===== config.mk =====
export PLATFORM = sky130hd
export DESIGN_NAME = gbf_fill_scheduler
export DESIGN_NICKNAME = d
export VERILOG_FILES = /design/src/rtl/gbf_fill_scheduler.sv
export SDC_FILE = /design/constraint.sdc
export NUM_CORES = 1
export LEC_CHECK = 0
export CAP_MARGIN = 10
export CELL_PAD_IN_SITES_DETAIL_PLACEMENT = 0
export CELL_PAD_IN_SITES_GLOBAL_PLACEMENT = 1
export CORE_AREA = 2 2 207 209
export CTS_BUF_LIST = sky130_fd_sc_hd__clkbuf_4 sky130_fd_sc_hd__clkbuf_8
export DETAILED_ROUTE_END_ITERATION = 10
export DIE_AREA = 0 0 209 211
export PLACE_DENSITY = 0.8
export SKIP_LAST_GASP = 1
export SLEW_MARGIN = 20
export SYNTH_ARGS = -nofsm -noshare
export SYNTH_HDL_FRONTEND = slang
export SYNTH_SLANG_ARGS = --single-unit
export TNS_END_PERCENT = 100

===== constraint.sdc =====
create_clock -name clk -period 12.3 [get_ports clk]
set_input_delay 2.46 -clock clk [delete_from_list [all_inputs] [get_ports clk]]
set_output_delay 2.46 -clock clk [all_outputs]
set_load 0.02 [all_outputs]

===== src/rtl/gbf_fill_scheduler.sv =====
// -----------------------------------------------------------------------------
// gbf_fill_scheduler
//
// Purpose:
//   Shares one external fill port between the four double-buffered global
//   buffer banks (actv_gbf1, actv_gbf2, wgt_gbf1, wgt_gbf2). Level requests on
//   need_data are arbitrated round-robin. The winner's burst is requested from
//   the external source, and BURST_LEN beats are streamed into that bank with
//   incrementing addresses. A one-cycle per-bank completion pulse follows the
//   burst.
//
// Ports:
//   clk          rising-edge clock
//   reset        asynchronous, active-high reset
//   need_data    [3:0] level requests (0 actv_gbf1, 1 actv_gbf2, 2 wgt_gbf1,
//                3 wgt_gbf2)
//   ext_req      burst request to the external source (held until ext_ack)
//   ext_req_id   [1:0] bank index of the outstanding request
//   ext_ack      source accepts the burst request
//   ext_valid    ext_data beat valid
//   ext_data     burst data beat
//   ext_ready    scheduler accepts a beat (high only while transferring)
//   gbf_w_en     [3:0] registered one-hot write strobe to the granted bank
//   gbf_w_addr   registered write address
//   gbf_w_data   registered write data
//   fill_done    [3:0] one-cycle one-hot completion pulse
//   busy         high in every state except IDLE
//
// Handshakes:
//   Request: ext_req/ext_req_id stay stable from entry into REQ until the cycle
//   that ext_ack is sampled high; ext_ack is ignored in all other states.
//   Data: a beat transfers on a rising edge where ext_valid && ext_ready;
//   ext_valid outside the transfer state never causes a write.
// -----------------------------------------------------------------------------
module gbf_fill_scheduler #(
    parameter int GBF_DATA_BITWIDTH = 256,
    parameter int GBF_ADDR_BITWIDTH = 5,
    parameter int BURST_LEN         = 32
) (
    input  logic                         clk,
    input  logic                         reset,
    input  logic [3:0]                   need_data,
    output logic                         ext_req,
    output logic [1:0]                   ext_req_id,
    input  logic                         ext_ack,
    input  logic                         ext_valid,
    input  logic [GBF_DATA_BITWIDTH-1:0] ext_data,
    output logic                         ext_ready,
    output logic [3:0]                   gbf_w_en,
    output logic [GBF_ADDR_BITWIDTH-1:0] gbf_w_addr,
    output logic [GBF_DATA_BITWIDTH-1:0] gbf_w_data,
    output logic [3:0]                   fill_done,
    output logic                         busy
);

    localparam logic [GBF_ADDR_BITWIDTH-1:0] LAST_ADDR =
        GBF_ADDR_BITWIDTH'(BURST_LEN - 1);

    typedef enum logic [2:0] {
        IDLE  = 3'd0,
        REQ   = 3'd1,
        XFER  = 3'd2,
        FLUSH = 3'd3,
        DONE  = 3'd4
    } state_t;

    state_t                       state;
    state_t                       state_next;
    logic [1:0]                   rr_ptr;
    logic [1:0]                   grant;
    logic [3:0]                   grant_onehot;
    logic [3:0]                   done_mask;
    logic [3:0]                   eligible;
    logic [1:0]                   winner;
    logic                         winner_found;
    logic [GBF_ADDR_BITWIDTH-1:0] beat_cnt;
    logic                         beat;

    assign eligible     = need_data & ~done_mask;
    assign grant_onehot = 4'b0001 << grant;
    assign beat         = (state == XFER) && ext_valid;

    // Round-robin search starting one past the last winner, wrapping mod 4.
    // rr_ptr resets to 3 so the first search order is 0,1,2,3.
    always_comb begin
        winner       = 2'd0;
        winner_found = 1'b0;
        for (int k = 1; k <= 4; k++) begin
            if (!winner_found && eligible[rr_ptr + 2'(k)]) begin
                winner       = rr_ptr + 2'(k);
                winner_found = 1'b1;
            end
        end
    end

    // State register.
    always_ff @(posedge clk or posedge reset) begin
        if (reset) begin
            state <= IDLE;
        end else begin
            state <= state_next;
        end
    end

    // Next-state and control outputs.
    always_comb begin
        state_next = state;
        ext_req    = 1'b0;
        ext_req_id = 2'd0;
        ext_ready  = 1'b0;
        fill_done  = 4'b0000;
        busy       = (state != IDLE);
        case (state)
            IDLE: begin
                if (winner_found) begin
                    state_next = REQ;
                end
            end
            REQ: begin
                ext_req    = 1'b1;
                ext_req_id = grant;
                if (ext_ack) begin
                    state_next = XFER;
                end
            end
            XFER: begin
                ext_ready = 1'b1;
                if (ext_valid && (beat_cnt == LAST_ADDR)) begin
                    state_next = FLUSH;
                end
            end
            FLUSH: begin
                // The registered write of the final beat is on the bus now.
                state_next = DONE;
            end
            DONE: begin
                fill_done  = grant_onehot;
                state_next = IDLE;
            end
            default: begin
                state_next = IDLE;
            end
        endcase
    end

    // Grant latch and round-robin pointer.
    always_ff @(posedge clk or posedge reset) begin
        if (reset) begin
            grant  <= 2'd0;
            rr_ptr <= 2'd3;
        end else if ((state == IDLE) && winner_found) begin
            grant  <= winner;
            rr_ptr <= winner;
        end
    end

    // A completed bank stays masked until it drops its level request, so a
    // bank that is slow to deassert need_data is not refilled twice.
    always_ff @(posedge clk or posedge reset) begin
        if (reset) begin
            done_mask <= 4'b0000;
        end else begin
            done_mask <= (done_mask | fill_done) & need_data;
        end
    end

    // Beat counter: cleared on entry to XFER, advances once per accepted beat.
    always_ff @(posedge clk or posedge reset) begin
        if (reset) begin
            beat_cnt <= '0;
        end else if ((state == REQ) && ext_ack) begin
            beat_cnt <= '0;
        end else if (beat) begin
            beat_cnt <= beat_cnt + 1'b1;
        end
    end

    // Registered write port: one cycle behind the accepted beat. Address and
    // data hold their last value on idle cycles; only the strobe drops.
    always_ff @(posedge clk or posedge reset) begin
        if (reset) begin
            gbf_w_en   <= 4'b0000;
            gbf_w_addr <= '0;
            gbf_w_data <= '0;
        end else if (beat) begin
            gbf_w_en   <= grant_onehot;
            gbf_w_addr <= beat_cnt;
            gbf_w_data <= ext_data;
        end else begin
            gbf_w_en   <= 4'b0000;
        end
    end

endmodule


# == Word level (Yosys, flattened, before mapping) ==
# Cells that the tools add are included.
# word_totals
out_inout_bits,274
memories,0
rom_bits,0
latch_bits,0
word_cells,70
reg_bits,281
mem_bits_rw,0
# classes
bitwise,4
n_eq_ne,8
div_mod_pow,0
reduce_logical,14
n_shift,1
mux,27
n_lt_le_gt_ge,4
n_addsub,4
multipliers,0
# op_table
op,n
$lt A2 B3 Y1 const B,4
$pmux W3 S4,1
$mux W1,10
$mux W2,5
$mux W5,2
$mux W3,3
$and A4 B4 Y4,2
$bmux W1 S2,4
$mux W4,2
$logic_and A1 B1 Y1,7
$eq A3 B2 Y1 const B,2
$add A5 B1 Y5 const B,1
$eq A5 B5 Y1 const B,1
$add A2 B2 Y2 const B,2
$ne A2 B2 Y1 const B,2
$not A4 Y4,1
$or A4 B4 Y4,1
$shl A1 B2 Y4 const A,1
$eq A3 B1 Y1 const B,1
$eq A3 B3 Y1 const B,1
$logic_not A1 Y1,3
$logic_not A3 Y1,1
$reduce_and A3 Y1,1
$reduce_bool A3 Y1,1
3 further kinds,3

# == Logic depth before layout (Yosys ltp) ==
# Gate-level depths: netlist of the first run.
# depth
word_depth,16
mapped_depth,6

# == Least setup slack after synthesis of the first run ==
# Ideal clock, no wire load.
# synth_path
path_type,register to output
start,reg state[0]
end,out ext_req_id[0]
path_stages_with_launch,3
n_path_buf,0
t_arrival_ns,1.456
slack_ns,8.384
cell_sequence,dfrtp_1 nor3b_1 and2_1
# synth_via
elab_chain_cells,2
# synth_lines
item,line,rtl
start: declaration,67,state_t state;
start signal: assignment,101,state <= state_next;
$eq A3 B1 Y1,113,case (state)
$mux W2,113,
end: declaration,44,"output logic [1:0] ext_req_id,"
# No other way between the ends.

# == Worst setup path in the final report of the first run ==
# Same ends and word-level chain as after synthesis.

==> flow_metrics.py, run 1 <==
metrics = {
    "grt": {
        "antenna_found_initial": 5,
        "first_global_vias": 10000,
        "grt-ovfl-total": 0,
        "grt_max_degree": 134,
        "grt_use_total_pct": 16.1,
        "grt_pass1_wl_um": 56300,
    },
    "floorplan": {
        "start_util_pct": 26.5,
        "rows": 75,
        "dieArea_sq_um": 44100,
        "die_y_um": 211,
        "ios": 538,
        "coreArea_sq_um": 41800,
        "chipWidth_um": 209,
    },
    "pwr": {
        "leakagePower_nw": 8.62,
        "ir_drop_uv": 116,
        "p_total_mw": 4.47,
        "power.density_nw_per_um2": 252,
    },
    "finish": {
        "post-route-util_pct": 42.4,
        "drive_above_1_share_pct": 5.98,
        "final_cells": 2315,
        "syn_to_final_growth_pct": 60.2,
        "layout.nets": 2004,
    },
    "placed_design": {
        "placed_cells": 2225,
        "dp_hpwl_um": 25500,
        "numPortBuffers": 537,
        "dp_slack_ps": 6700,
        "gp_congestion": 0.819,
    },
    "yosys": {
        "async_flop_share_pct": 100,
        "yosys.cell_count.top_type": "nand2_1",
        "ys_seq_area_share_pct": 63.6,
        "synth_top_family_by_area": "simple AND/OR/NAND/NOR gates",
        "synth_nets": 1467,
        "synth_xor_xnor_area_share_pct": 0.238,
        "syn_avg_cell_area_sq_um": 9.20,
        "ys.flop_type": "dfrtp_1",
        "synth_top_area_share_pct": 63.2,
        "synthTopCellsByArea": "dfrtp_1 63%, nand2_1 27%, buf_6 4.5%, buf_4 0.68%, dfstp_2 0.48%",
        "synth_top_area_cell": "dfrtp_1",
        "muxShareOfSynthArea_pct": 0,
        "synth_cell_types": 37,
        "syn_area_sq_um": 11100,
        "yosys-top-cells-count": "795 x nand2_1, 279 x dfrtp_1, 44 x buf_6",
        "synth-edff-count": 0,
        "synthAdderAreaFrac_pct": 0.317,
        "syn_inst": 1201,
        "synth-compound-area-share_pct": 1.36,
        "ys.warnings.count": 0,
        "ys_ff_latch": 281,
        "synth-simple-area-share_pct": 28.9,
    },
    "setup_path": {
        "cp_top_family": "simple AND/OR/NAND/NOR gates",
        "slowest_stage": "clkdlybuf4s50_1",
        "required_ps": 9840,
        "crit_type": "reg2out",
        "crit_buf_inv": 1,
        "end_kind": "output port",
        "crit_path_start_kind": "flip-flop",
        "crit_path_cell_trace": "nor3b_1 -> and2_1 -> clkdlybuf4s50_1",
        "cpPeakStageDelay_ps": 610,
        "path_max_fanout": 8,
        "arrival_ps": 2450,
    },
    "clock_tree": {
        "ctsResizeCount": 0,
        "clk_pin_slew_worst_paths_ps": 60,
        "numCtsBuffers": 50,
        "htreeDepth": 2,
        "ctsLongestPathBuffers": 3,
        "worstSkewPairLatency_ps": 610,
        "cts_setup_buffers": 0,
        "postCtsHoldBufs": 0,
        "cts_tree": "done",
        "clkSinkCount": 281,
        "clockRootBuffer": "clkbuf_8",
    },
    "route": {
        "antenna_left": 0,
        "wl_per_cell_um": 15.7,
        "drt-total-wl_um": 36300,
        "drc_errors": 0,
        "first_pass_iters": 5,
        "vias": 9739,
        "drtIter0Drc": 610,
        "viasPerCell": 4.21,
    },
    "timing": {
        "fin_crit_ps": 4910,
        "rsz0062_at_grt": "no",
        "final_max_slew_viol_count": 0,
        "setup-tns-final_ps": 0,
        "hold_viol": 0,
        "fmax_mhz": 204,
        "relSlewSlack_pct": 32.8,
        "setup_viol": 0,
        "worstMarginPinSlew_ps": 1010,
        "skew_ps": 30.6,
        "setup_slack_ps": 7390,
        "timing.final.crit_share_pct": 39.9,
    },
    "worst_hold_path": {
        "min_path_type": "reg2reg",
    },
    "job": {
        "maxCapViolations": 0,
    },
    "status": {
        "status": "completed",
    },
}
## worst paths after layout
| kind | from | endpoint | slack, ps | cells after the start |
|---|---|---|---|---|
| max | state[0] | ext_req_id[0] | 7390 | 3 |
| min | gbf_w_data[151] | gbf_w_data[151] | 470 | 2 |
| max reg2reg | state[0] | beat_cnt[3] | 9290 | 6 |
| min reg2reg | gbf_w_data[151] | gbf_w_data[151] | 470 | 2 |
| max in group asynchronous | reset | gbf_w_data[241] | 8310 | 3 |
| min in group asynchronous | reset | gbf_w_data[139] | 2480 | 2 |
## cell type report
class | instances | area (sq um)
sequential | 281 | 7030
timing repair buffer | 544 | 5430
clock inverter | 12 | 144
multi-input combinational | 857 | 3430
fill | 4080 | 24100
tap | 539 | 674
clock buffer | 76 | 965
inverter | 4 | 22.5
antenna | 2 | 5.00
## layer usage
layer | GRT usage [%] | vias to the layer above | wire length (um)
met5 | 0 | - | 47
met4 | 5.42 | 6 | 996
met3 | 6.32 | 71 | 3400
met2 | 26.4 | 390 | 17100
met1 | 19.5 | 4559 | 14800
li1 | - | 4713 | -
## layout by cell type (no fill, tap or decap), types with 2 or more instances in the layout
| master | n |
|---|---|
| nand2_1 | 795 |
| clkdlybuf4s50_1 | 537 |
| dfrtp_1 | 279 |
| clkbuf_8 | 63 |
| clkbuf_4 | 13 |
| nor2_1 | 11 |
| clkinv_2 | 6 |
| buf_4 | 6 |
| o21a_1 | 5 |
| o21ai_0 | 5 |
| nand2b_1 | 4 |
| nor2b_1 | 4 |
| inv_1 | 3 |
| and2_1 | 3 |
| a21oi_1 | 3 |
| bufinv_16 | 3 |
| diode_2 | 2 |
| nor3_1 | 2 |
| nor3b_1 | 2 |
| or2_2 | 2 |
| xor2_1 | 2 |
| ha_1 | 2 |
| clkinvlp_4 | 2 |
| dfstp_2 | 2 |
## sequential cells by signal, indices dropped and copies added, names as in the netlist
signal	count
done_mask	4
grant	2
gbf_w_addr	5
rr_ptr	2
gbf_w_data	256
state	3
beat_cnt	5
gbf_w_en	4
## cell families (layout without fill, tap and decap cells)
family	count (synthesis)	after routing
simple gates	830	830
xor+xnor	3	3
buf+inv	63	636
flops	281	281
compound gates	21	21
other cells	0	2
fa+ha+maj	3	3
## per-stage QoR
step	hold slack, ps	cell area (sq um)
2_1_floorplan	465	11100
3_3_place_gp	456	16600
3_5_place_dp	461	16600
4_1_cts	476	17700
5_1_grt	489	17700
6_report	469	17700
## worst min-delay path: stages (launching register included)
cell and delay [ps]:
dfrtp_1 330, nand2_1 50, nand2_1 50
## where the power goes
group          internal [mW]  total (mW)  switching (mW)  leakage (nW)
combinational          0.897        1.96            1.06          4.47
clock                  0.562       0.959           0.397         0.583
sequential              1.32        1.55           0.228          3.56
(Power assumes the default switching activity.)
==> run 2, diff against run 1 <==
--- a/config.mk
+++ b/config.mk
@@ -8,10 +8,10 @@
 export CAP_MARGIN = 10
 export CELL_PAD_IN_SITES_DETAIL_PLACEMENT = 0
 export CELL_PAD_IN_SITES_GLOBAL_PLACEMENT = 1
-export CORE_AREA = 2 2 207 209
+export CORE_AREA = 2 2 212 214
 export CTS_BUF_LIST = sky130_fd_sc_hd__clkbuf_4 sky130_fd_sc_hd__clkbuf_8
 export DETAILED_ROUTE_END_ITERATION = 10
-export DIE_AREA = 0 0 209 211
+export DIE_AREA = 0 0 214 216
 export PLACE_DENSITY = 0.8
 export SKIP_LAST_GASP = 1
 export SLEW_MARGIN = 20
==> constraint.sdc (replaced) <==
create_clock -name clk -period 4.2 [get_ports clk]
set_input_delay 0.84 -clock clk [delete_from_list [all_inputs] [get_ports clk]]
set_output_delay 0.84 -clock clk [all_outputs]
set_load 0.02 [all_outputs]
==> run 2 against run 1 <==
Core utilization fell by 1.5 points. Hold slack is essentially flat. Global-route usage is 0.66 points lower. Clock power rose to 2.8 times the previous value. Critical path depth stayed put. Die area up 4.8%. Highest routed layer is now met4. Worst setup slack worse by 6500 ps. Via count rose by 0.69%. Sequential share of layout area decreased by 0.45 points.
==> flow_metrics.py, run 2 (same netlist as run 1, synthesis figures left out) <==
metrics = {
    "status": {
        "status": "completed",
    },
    "route": {
        "viasPerCell": 4.12,
        "drc_errors": 0,
        "antenna_left": 0,
        "vias": 9806,
        "drtIter0Drc": 516,
        "wl_per_cell_um": 15.1,
        "first_pass_iters": 6,
        "drt-total-wl_um": 36000,
    },
    "clock_tree": {
        "clk_pin_slew_worst_paths_ps": 50,
        "clkSinkCount": 281,
        "postCtsHoldBufs": 0,
        "cts_setup_buffers": 0,
        "htreeDepth": 2,
        "numCtsBuffers": 51,
        "cts_tree": "done",
        "ctsLongestPathBuffers": 3,
        "ctsResizeCount": 0,
        "worstSkewPairLatency_ps": 600,
        "clockRootBuffer": "clkbuf_8",
    },
    "setup_path": {
        "r2r-end": "gbf_w_data[222]",
        "end_kind": "output port",
        "cpPeakStageDelay_ps": 620,
        "ff2ff_setup_slack_ps": 2070,
        "startpoint": "state[0]",
        "arrival_ps": 2490,
        "path_max_fanout": 8,
        "crit_path_start_kind": "flip-flop",
        "r2r-start": "state[1]",
        "slowest_stage": "clkdlybuf4s50_1",
        "crit_type": "reg2out",
        "required_ps": 3360,
        "endpoint": "ext_req_id[0]",
        "rr_worst_depth": 5,
        "crit_path_cell_trace": "nor3b_1 -> and2_1 -> clkdlybuf4s50_1",
    },
    "placed_design": {
        "dp_slack_ps": 1340,
        "placed_cells": 2291,
        "placed_area_sq_um": 16800,
        "dp_hpwl_um": 25900,
        "gp_congestion": 0.879,
        "numPortBuffers": 537,
    },
    "finish": {
        "top_register": "gbf_w_data",
        "drive_above_1_share_pct": 6.66,
        "final_common_cell": "nand2_1",
        "syn_to_final_growth_pct": 62.0,
        "final_cell_mix": "795 x nand2_1, 537 x clkdlybuf4s50_1, 279 x dfrtp_1, 65 x clkbuf_8, 20 x clkbuf_4",
        "post-route-util_pct": 40.9,
        "final_area_sq_um": 17900,
        "top_regs": "gbf_w_data (256), beat_cnt (5), gbf_w_addr (5)",
        "final_cells": 2379,
        "diodes": 0,
        "largest_register_ffs": 256,
        "layout.nets": 2018,
    },
    "floorplan": {
        "dieArea_sq_um": 46200,
        "die_y_um": 216,
        "rows": 77,
        "coreArea_sq_um": 43800,
        "start_util_pct": 25.2,
        "ios": 538,
        "chipWidth_um": 214,
    },
    "timing": {
        "timing.final.crit_share_pct": 79.2,
        "fin_crit_ps": 3330,
        "skew_ps": 26.0,
        "rsz0062_at_grt": "no",
        "hold_viol": 0,
        "fmax_mhz": 301,
        "setup_slack_ps": 875,
        "timing.hold.ws_ps": 468,
        "worstMarginPinSlew_ps": 672,
        "relSlewSlack_pct": 55.2,
        "setup_viol": 0,
        "final_max_slew_viol_count": 0,
    },
    "pwr": {
        "ir_drop_uv": 330,
        "power.density_nw_per_um2": 728,
        "leakagePower_nw": 8.70,
    },
    "grt": {
        "grt_max_degree": 100,
        "grt_pass1_wl_um": 57400,
        "grt-ovfl-total": 0,
        "antenna_found_initial": 0,
        "grt_use_total_pct": 15.5,
        "first_global_vias": 10272,
    },
    "job": {
        "maxCapViolations": 0,
    },
    "worst_hold_path": {
        "min_path_type": "reg2reg",
    },
}
==> run 2: changes by cell type in the layout (fill, tap and decap cells not counted), sizes merged <==
| cell | delta |
|---|---|
| buf | +13 |
| inv | -2 |
| clkbuf | +9 |
| clkinv | -4 |
| diode | -2 |
| bufinv | -2 |
| clkinvlp | -1 |
==> run 2: layout make-up <==
cell class	instances	area [sq um]
Clock buffer	85	1040
Clock inverter	3	40.0
Fill cell	4350	25900
Inverter	4	18.8
Multi-Input combinational cell	857	3430
Sequential cell	281	7030
Tap cell	592	741
Timing Repair Buffer	557	5600
==> run 2: worst min-delay path by stage <==
stage,from,endpoint,depth (start not counted)
final,gbf_w_data[206],gbf_w_data[206],2
after floorplan,done_mask[0],done_mask[0],1
after global placement,gbf_w_data[206],gbf_w_data[206],2
after detailed placement,gbf_w_data[22],gbf_w_data[22],2
after global routing,gbf_w_data[67],gbf_w_data[67],2
after CTS,gbf_w_data[22],gbf_w_data[22],2
==> run 2: metrics by stage <==
step	TNS (ps)	total power [mW]
finish	0	13.0
floorplan	-100350	7.39
detailed placement	0	10.4
CTS	0	13.3
global placement	0	10.3
global route	0	13.9
==> run 2: where the power goes <==
group	total (mW)	internal (mW)	switching, mW
clock	2.73	1.61	1.12
combinational	5.77	2.67	3.11
sequential	4.53	3.87	0.668
==> run 2: critical path: cells and delay by family, from the launching register on <==
family	cells	cell delay, ps
buffers and inverters	1	620
flip-flops	1	500
AND/OR/NAND/NOR	2	760
==> run 2: per-layer routing <==
metal  track usage, %  vias to the layer above  routed length (um)
li1                 -                     4747                   -
met1             18.8                     4582               14600
met2             25.1                      402               16900
met3             5.86                       75                3400
met4             5.57                        0                1120
met5                0                        -                   0
==> patch: new RTL, config.mk and constraints of run 1 <==
Re-encode `state_t` (5 states) as one-hot, 5 bits wide.
--- a/src/rtl/gbf_fill_scheduler.sv
+++ b/src/rtl/gbf_fill_scheduler.sv
@@ -57,10 +57,10 @@
         GBF_ADDR_BITWIDTH'(BURST_LEN - 1);
 
-    typedef enum logic [2:0] {
-        IDLE  = 3'd0,
-        REQ   = 3'd1,
-        XFER  = 3'd2,
-        FLUSH = 3'd3,
-        DONE  = 3'd4
+    typedef enum logic [4:0] {
+        IDLE  = 5'b00001,
+        REQ   = 5'b00010,
+        XFER  = 5'b00100,
+        FLUSH = 5'b01000,
+        DONE  = 5'b10000
     } state_t;
 
Check against the original RTL: same outputs for any inputs over 4 cycles, from zero or initial values and one cycle with reset high; so few cycles prove little.
==> patch against run 1 <==
  * Total power shrank 7.1%
  * Critical path depth grew 2
  * Routed wire length shrank 12%
  * Global-route usage shrank 2.0 points
  * Sequential cell count grew 2
  * Worst setup slack lost 0.35 ns
  * Cell area shrank 0.18%
  * Synthesized area shrank 2.9%
  * Critical path type is now in2reg
  * Critical endpoint is now gbf_w_data[77]$_DFFE_PP0P_
  * Largest cell class unchanged
==> patch: results (changes against run 1) <==
result of the run=finished clean; portion of netlist area occupied by mux cells=27.67% (+28 points); library cell contributing the largest single delay on the critical path=buf_4; setup slack on the worst flop-to-flop path=8.79 ns (-0.50 ns); 1st-iter DRT viols=245 (-60%); WP data arrival=5.72 ns (+3.27 ns); clock root buffer master=clkbuf_8; Layout Skew=0.01728 ns (-0.01335 ns); worst hold path endpoint=done_mask[2]$_DFF_PP0_; transition at the pin with the smallest max-transition slack=1.030 ns (+0.02178 ns); n_diodes=0 (-2); Hold Startpoint=done_mask[2]$_DFF_PP0_; largest fanout on the critical path=76 (+68); startpoint of the worst setup timing path=ext_valid; total vias in the final route=7649 (-21%); prevailing post-synth register cell=dfrtp_1; Wirelength per Cell=17.78 microns (+13%); Total Routing Usage GR=14.11% (-2.0 points); critical register-to-register path endpoint=gbf_w_data[77]$_DFFE_PP0P_; HPWL reported at the end of detailed placement=23520 microns (-7.7%); first-pass GRT wire length=48380 microns (-14%); CP top delay family=buffers and inverters; sequential share of the synthesized area=66.01% (+2.4 points); Largest register FFs=256 (unchanged); net count of the finished layout=1484 (-26%); worst stage delay on the critical path=0.90 ns (+0.29 ns); r2r worst-path depth=5 (-1); synthesized-area fraction occupied by adder cells=0.2331% (-0.084 points); worst hold margin=0.4849 ns (+0.01607 ns); number of instances resized during post-cts repair=0 (unchanged); commonest cells in the synthesized netlist=dfrtp_1, mux2_2, buf_2; vias in the first global route=8389 (-16%); DRT Pass-1 Iters=4 (-1); leak pwr=7.866 nW (-8.7%); cell depth of the worst min-delay path=1 (-1); Pins Over Slew Limit=0 (unchanged); antenna violations before repair=0 (-5); launch point of the worst reg-to-reg path=state[0]$_DFFE_PP1P_; fill cell total of the finished layout=3899 (-4.4%); pin count of the biggest net entering global routing=153 (+14%); maximum root-to-sink buffer count=3 (unchanged); complex-gate fraction of the synthesized area=1.632% (+0.27 points); Routability Congestion=0.7651 (-6.6%); deepest level of the CTS H-tree=2 (unchanged); Worst IR Drop VDD=0.1075 mV (-7.2%); Area contributors post-synth=dfrtp_1, mux2_2, buf_2; fraction of synthesized cell area in xor and xnor cells=0.1632% (-0.075 points); Clock Latency Late Sink=0.59 ns (-0.02 ns); syn nets=925 (-37%); share of final-layout standard cells stronger than drive strength 1=28.59% (+23 points); number of CTS-inserted buffers=48 (-4.0%); post-synthesis cell type count=38 (+2.7%); path type of the worst setup path=in2reg
==> patch: stage by stage <==
stage / power (mW) / area (sq um) / instances / utilization, % / worst slack, ns
2_1_floorplan: 2.347 / 10730 / 659 / - / 2.038
3_3_place_gp: 3.282 / 16680 / 1707 / 39.95 / 6.459
3_5_place_dp: 3.316 / 16680 / 1707 / 39.95 / 6.419
4_1_cts: 4.209 / 17670 / 1791 / 42.32 / 7.060
5_1_grt: 4.369 / 17670 / 1791 / 42.32 / 6.891
6_report: 4.148 / 17670 / 1791 / 42.32 / 7.048
==> patch: power breakdown <==
part           switching [mW]  total (mW)  internal (mW)
clock network           0.382       0.863          0.481
logic                   0.823        1.79          0.963
registers               0.201        1.50           1.30
==> patch: cell type report <==
cell class | instances | area, sq um | area share, %
Sequential cell | 283 | 7086 | 40.10
Timing Repair Buffer | 541 | 5418 | 30.66
Multi-Input combinational cell | 341 | 3487 | 19.73
Clock buffer | 74 | 930.9 | 5.268
Tap cell | 539 | 674.4 | 3.816
Clock inverter | 10 | 57.56 | 0.3257
Inverter | 3 | 18.77 | 0.1062
==> patch: routing by layer <==
| metal | vias to the layer above | share of wire (%) | track usage [%] | wire (microns) |
|---|---|---|---|---|
| met5 | - | 0 | 0 | 0 |
| met4 | 0 | 2.0 | 4.286 | 627 |
| met2 | 363 | 51 | 24.71 | 16100 |
| li1 | 3455 | - | - | - |
| met3 | 45 | 9.5 | 5.828 | 3018 |
| met1 | 3786 | 38 | 15.65 | 12100 |
==> patch: cells by family (layout without fill, tap and decap cells) <==
family | Yosys count | after routing
mux | 264 | 264
fa+ha+maj | 2 | 2
xor+xnor | 2 | 2
compound gates | 24 | 24
simple gates | 49 | 49
flops | 283 | 283
buf+inv | 35 | 628
